[src/rtl/wb_sram_slave.sv]
// Wishbone classic slave that turns tagged 8-bit bus cycles into async SRAM accesses
// with programmable read wait states and write-enable pulse width.
module wb_sram_slave #(
  parameter int unsigned ADDR_W  = 19,
  parameter int unsigned WAIT_RD = 1,
  parameter int unsigned WAIT_WR = 1,
  parameter logic [1:0]  TAG_SEL = 2'b00
) (
  input  logic              clk_i,
  input  logic              nrst_i,
  input  logic [ADDR_W-1:0] wbs_adr_i,
  input  logic [1:0]        wbs_tga_i,
  input  logic [7:0]        wbs_dat_i,
  output logic [7:0]        wbs_dat_o,
  input  logic              wbs_cyc_i,
  input  logic              wbs_stb_i,
  input  logic              wbs_we_i,
  output logic              wbs_ack_o,
  output logic [ADDR_W-1:0] sram_a_o,
  input  logic [7:0]        sram_dq_i,
  output logic [7:0]        sram_dq_o,
  output logic              sram_dq_oe_o,
  output logic              sram_ce_n_o,
  output logic              sram_oe_n_o,
  output logic              sram_we_n_o
);

  if (WAIT_WR < 1 || WAIT_WR > 15 || WAIT_RD > 15) begin : g_bad_wait
    $error("wb_sram_slave: WAIT_RD must be 0..15 and WAIT_WR 1..15");
  end

  localparam logic [3:0] WAIT_RD4 = WAIT_RD[3:0];
  localparam logic [3:0] WAIT_WR4 = WAIT_WR[3:0];

  typedef enum logic [1:0] {IDLE, ACCESS, ACK} state_t;

  state_t              state_reg, state_next;
  logic [3:0]          cnt_reg, cnt_next;
  logic                we_q_reg, we_q_next;
  logic                ack_reg, ack_next;
  logic [7:0]          dat_o_reg, dat_o_next;
  logic [ADDR_W-1:0]   a_reg, a_next;
  logic [7:0]          dq_o_reg, dq_o_next;
  logic                dq_oe_reg, dq_oe_next;
  logic                ce_n_reg, ce_n_next;
  logic                oe_n_reg, oe_n_next;
  logic                we_n_reg, we_n_next;

  logic req;
  assign req = wbs_cyc_i & wbs_stb_i & (wbs_tga_i == TAG_SEL);

  always_ff @(posedge clk_i or negedge nrst_i) begin
    if (!nrst_i) begin
      state_reg <= IDLE;
      cnt_reg   <= '0;
      we_q_reg  <= 1'b0;
      ack_reg   <= 1'b0;
      dat_o_reg <= '0;
      a_reg     <= '0;
      dq_o_reg  <= '0;
      dq_oe_reg <= 1'b0;
      ce_n_reg  <= 1'b1;
      oe_n_reg  <= 1'b1;
      we_n_reg  <= 1'b1;
    end else begin
      state_reg <= state_next;
      cnt_reg   <= cnt_next;
      we_q_reg  <= we_q_next;
      ack_reg   <= ack_next;
      dat_o_reg <= dat_o_next;
      a_reg     <= a_next;
      dq_o_reg  <= dq_o_next;
      dq_oe_reg <= dq_oe_next;
      ce_n_reg  <= ce_n_next;
      oe_n_reg  <= oe_n_next;
      we_n_reg  <= we_n_next;
    end
  end

  always_comb begin
    state_next = state_reg;
    cnt_next   = cnt_reg;
    we_q_next  = we_q_reg;
    ack_next   = ack_reg;
    dat_o_next = dat_o_reg;
    a_next     = a_reg;
    dq_o_next  = dq_o_reg;
    dq_oe_next = dq_oe_reg;
    ce_n_next  = ce_n_reg;
    oe_n_next  = oe_n_reg;
    we_n_next  = we_n_reg;
    case (state_reg)
      IDLE: begin
        if (req) begin
          state_next = ACCESS;
          a_next     = wbs_adr_i;
          we_q_next  = wbs_we_i;
          ce_n_next  = 1'b0;
          if (wbs_we_i) begin
            dq_o_next  = wbs_dat_i;
            dq_oe_next = 1'b1;
            cnt_next   = WAIT_WR4;
          end else begin
            oe_n_next = 1'b0;
            cnt_next  = WAIT_RD4;
          end
        end
      end
      ACCESS: begin
        // An abort takes priority even when the wait count has just expired.
        if (!wbs_cyc_i) begin
          state_next = IDLE;
          ce_n_next  = 1'b1;
          oe_n_next  = 1'b1;
          we_n_next  = 1'b1;
          dq_oe_next = 1'b0;
        end else if (cnt_reg != 4'd0) begin
          cnt_next = cnt_reg - 4'd1;
          if (we_q_reg) we_n_next = 1'b0;
        end else begin
          state_next = ACK;
          ack_next   = 1'b1;
          if (we_q_reg) we_n_next = 1'b1;
          else          dat_o_next = sram_dq_i;
        end
      end
      ACK: begin
        state_next = IDLE;
        ack_next   = 1'b0;
        ce_n_next  = 1'b1;
        oe_n_next  = 1'b1;
        we_n_next  = 1'b1;
        dq_oe_next = 1'b0;
      end
      default: state_next = IDLE;
    endcase
  end

  assign wbs_ack_o    = ack_reg;
  assign wbs_dat_o    = dat_o_reg;
  assign sram_a_o     = a_reg;
  assign sram_dq_o    = dq_o_reg;
  assign sram_dq_oe_o = dq_oe_reg;
  assign sram_ce_n_o  = ce_n_reg;
  assign sram_oe_n_o  = oe_n_reg;
  assign sram_we_n_o  = we_n_reg;

endmodule

[config.mk]
export PLATFORM = sky130hd
export DESIGN_NAME = wb_sram_slave
export DESIGN_NICKNAME = d
export VERILOG_FILES = /design/src/rtl/wb_sram_slave.sv
export SDC_FILE = /design/constraint.sdc
export NUM_CORES = 1
export LEC_CHECK = 0
export CAP_MARGIN = 25
export CELL_PAD_IN_SITES_DETAIL_PLACEMENT = 1
export CELL_PAD_IN_SITES_GLOBAL_PLACEMENT = 1
export CORE_ASPECT_RATIO = 1.75
export CORE_MARGIN = 1.5
export CORE_UTILIZATION = 33
export CTS_CLUSTER_DIAMETER = 50
export DETAILED_ROUTE_END_ITERATION = 6
export GPL_TIMING_DRIVEN = 1
export PLACE_DENSITY_LB_ADDON = 0.1
export SYNTH_ARGS = -nofsm -noshare
export SYNTH_HDL_FRONTEND = slang
export SYNTH_SLANG_ARGS = --single-unit
[constraint.sdc]
create_clock -name clk_i -period 2.3 [get_ports clk_i]
set_clock_uncertainty 0.2 [all_clocks]
set_input_delay 0.46 -clock clk_i [delete_from_list [all_inputs] [get_ports clk_i]]
set_output_delay 0.46 -clock clk_i [all_outputs]
set_load 0.03 [all_outputs]
==> results of run 1 <==
-- per-layer routing --
metal / part of all wire, % / global-route usage [%] / routed length [um] / vias to the layer above
li1: - / - / - / 739
met1: 33 / 15.6 / 1760 / 820
met2: 61 / 34.8 / 3310 / 51
met3: 5.0 / 3.66 / 268 / 5
met4: 1.2 / 5.56 / 64 / 0
met5: 0 / 0 / 0 / -
-- power breakdown --
part           internal (mW)  switching, mW  total [mW]
clock network          0.319          0.260       0.578
registers               1.17          0.211        1.38
logic                  0.884           1.01        1.89
-- path summary, 6_finish.rpt --
path	start	end
worst min register to register	wbs_dat_o[4]	wbs_dat_o[4]
max in group asynchronous	nrst_i	sram_a_o[12]
worst min-delay path	wbs_dat_o[4]	wbs_dat_o[4]
worst max register to register	cnt_reg[0]	wbs_dat_o[6]
worst max-delay path	cnt_reg[0]	wbs_dat_o[6]
min in group asynchronous	nrst_i	cnt_reg[2]
-- what timing repair did --
action | 4_1_cts | 5_1_grt
hold buffers | 1 | 0
setup endpoints to repair | 0 | 8
endpoints found under the hold margin | 19 | 0
-- cell usage in the layout, fill, tap and decap left out, types with 2 or more instances in the layout --
master / synthesis / routed
a21oi_1: 4 / 4
and4bb_2: 2 / 2
buf_4: 1 / 14
clkbuf_8: 0 / 5
clkdlybuf4s50_1: 0 / 80
dfrtp_1: 44 / 44
dfstp_2: 3 / 3
ha_1: 8 / 8
inv_1: 8 / 8
mux2_2: 36 / 36
nand2_1: 5 / 5
nand3_1: 3 / 3
nor2_1: 5 / 5
o21ai_0: 8 / 8
or3_1: 2 / 2
-- kinds of logic (layout without fill, tap and decap cells) --
logic type                 after synthesis  count (layout)  synth area share, %
DFF                                     47              47                 57.0
muxes                                   37              37                 20.1
and+or+nand+nor                         27              27                 8.47
AOI/OAI and AO/OA                       22              22                 7.02
buffers and inverters                   12             111                 2.54
adders and majority gates                8               8                 4.84
-- cell type report --
class / count / area, sq um / area share, %
clock buffers: 6 / 72.6 / 2.29
clock inverters: 1 / 30.0 / 0.947
inverters: 8 / 30.0 / 0.947
multi-input cells: 94 / 836 / 26.4
well taps: 80 / 100 / 3.16
flip-flops and latches: 47 / 1180 / 37.2
repair buffers: 96 / 921 / 29.1
-- metrics by stage --
step	setup WS (ns)	power [mW]
2_1_floorplan	0.241	2.43
3_3_place_gp	0.0463	3.23
3_5_place_dp	-0.0272	3.30
4_1_cts	0.00844	3.91
5_1_grt	0.00383	4.06
6_report	0.0961	3.85
==> flow_summary_export.csv, run 1 <==
group,metric,value,unit
outcome,outcome,"finished clean",
grt,final_global_route_overflow_total,0,
floorplanning,initial_standard_cell_utilization_of_the_core,33.7,%
place,portBuffers,81,
hold_path,path_type_of_the_worst_min_delay_path,"reg2reg",
synth,synth_largest_type_area_fraction,53.2,%
setup_path,max_stage_delay,0.48,ns
grt,antenna_violations_before_repair,0,
final_layout,layout.nets,302,
final_layout,area.growth.synth_to_final,53.2,%
run,drv.max_cap_violation_count,0,
place,detailedPlacementHpwl,4.33,mm
floorplanning,floorplan.rows,38,
final_layout,fin_area,0.00317,sq mm
place,placed_instance_area,0.00306,sq mm
setup_path,timing.critical_path.arrival,2.18,ns
drt,drt_first_pass_iters,4,
synth,most_instantiated_library_cell_after_synthesis,"dfrtp_1",
synth,netlist_instances,153,
setup_path,r2r_cells,5,
clock_network,number_of_buffers_inserted_during_clock_tree_synthesis,5,
sta,fin_setup_tns,0,ns
grt,grt_pass1_vias,1871,
final_layout,final_layout_size_suffix_gt1_share,25.8,%
sta,maxClockFrequency,454,MHz
sta,period_share,95.8,%
synth,seq_area_frac_synth,57.0,%
setup_path,critical_path_required,2.28,ns
floorplanning,die_h,108,um
pwr,peakVddDrop,590,uV
final_layout,antenna_cells_inserted,0,
drt,num_vias,1615,
synth,post_synth_main_area_contributors,"dfrtp_1, mux2_2, ha_1, dfstp_2, o21ai_0",
grt,track_usage,16.8,%
final_layout,largest_register_ff_count,19,
clock_network,numClockSinks,47,
grt,first_pass_grt_wire_length,8.83,mm
final_layout,layout.cells.non_filler,332,
final_layout,utilization,51.7,%
synth,yosys.area.top_type,"dfrtp_1",
synth,synth.net_count,203,
pwr,power_leakage,1.36,nW
synth,postSynth.asyncResetShare,100,%
sta,final.hold.worst_slack,0.310,ns
setup_path,crit_family,"simple AND/OR/NAND/NOR gates",
setup_path,crit_type,"reg2reg",
floorplanning,placeable_area,0.00613,sq mm
pwr,power.density_cell_area,1220,mW/mm^2
synth,synthFlopType,"dfrtp_1",
sta,unrepaired_setup_endpoints_after_global_routing,"no",
setup_path,critical-path-slowest-cell,"or3b_1",
drt,viasPerCell,4.86,
floorplanning,floorplan.io_pins,82,
sta,worst_slew_margin_rel,64.3,%
setup_path,crit_chain,"inv_1 -> ha_1 -> or3b_1 -> nor3_4 -> mux2_2",
place,finalWeightedCongestion,0.712,
sta,timing.final.crit_period,2.20,ns
setup_path,reg2reg_slack,0.1,ns
clock_network,post-cts-setup-buffer-count,0,
clock_network,worst_skew_pair.late_latency,0.30,ns
clock_network,cts.reportedPaths.clkPinSlew,0.08,ns
drt,detail_route.iter0.violations,36,
sta,timing_worst_slew_pin_value,0.536,ns
sta,hold_violations,0,
setup_path,worst-path-stages,5,
drt,antenna_violating_nets_post_route,0,
floorplanning,die_w,62.8,um
clock_network,cts_max_level,2,
setup_path,startpoint_type,"register",
hold_path,min_delay_path_depth,1,
clock_network,ctsRootBufferMaster,"clkbuf_8",
drt,total_wirelength_of_the_detailed_routed_design,5.41,mm
setup_path,worst_path_maximum_fanout,8,
setup_path,critical_path_buf_inv_count,1,
synth,synth_commonest_cells,"dfrtp_1, mux2_2, ha_1, inv_1, o21ai_0",
setup_path,critical_path_sink_type,"register",
synth,avgSynthCellArea,13.5,sq um
clock_network,clock_path_buffers,2,
place,post-place-cells,324,
synth,synthesis.area,0.00207,sq mm
clock_network,resized_gates_after_cts,0,
final_layout,fillerInstances,640,
synth,ys_seq_elements,47,
floorplanning,fp.dieArea,0.00677,sq mm
synth,yosysWarningCount,0,
sta,final-max-slew-violation-count,0,
sta,setup-violations-final,0,
drt,wire_per_inst,16.3,um
synth,post_synth_num_cell_types,35,
synth,synth-edff-count,0,
grt,grt_start_max_net_pins,23,
drt,drcViolationCount,0,
clock_network,tritoncts,"done",
Power figures use the tool's default switching activity.
==> run 2, diff against run 1 <==
- GPL_ROUTABILITY_DRIVEN: default -> 0
==> results of run 2 <==
The final DEF is identical to that of run 1; final timing and power are the same.
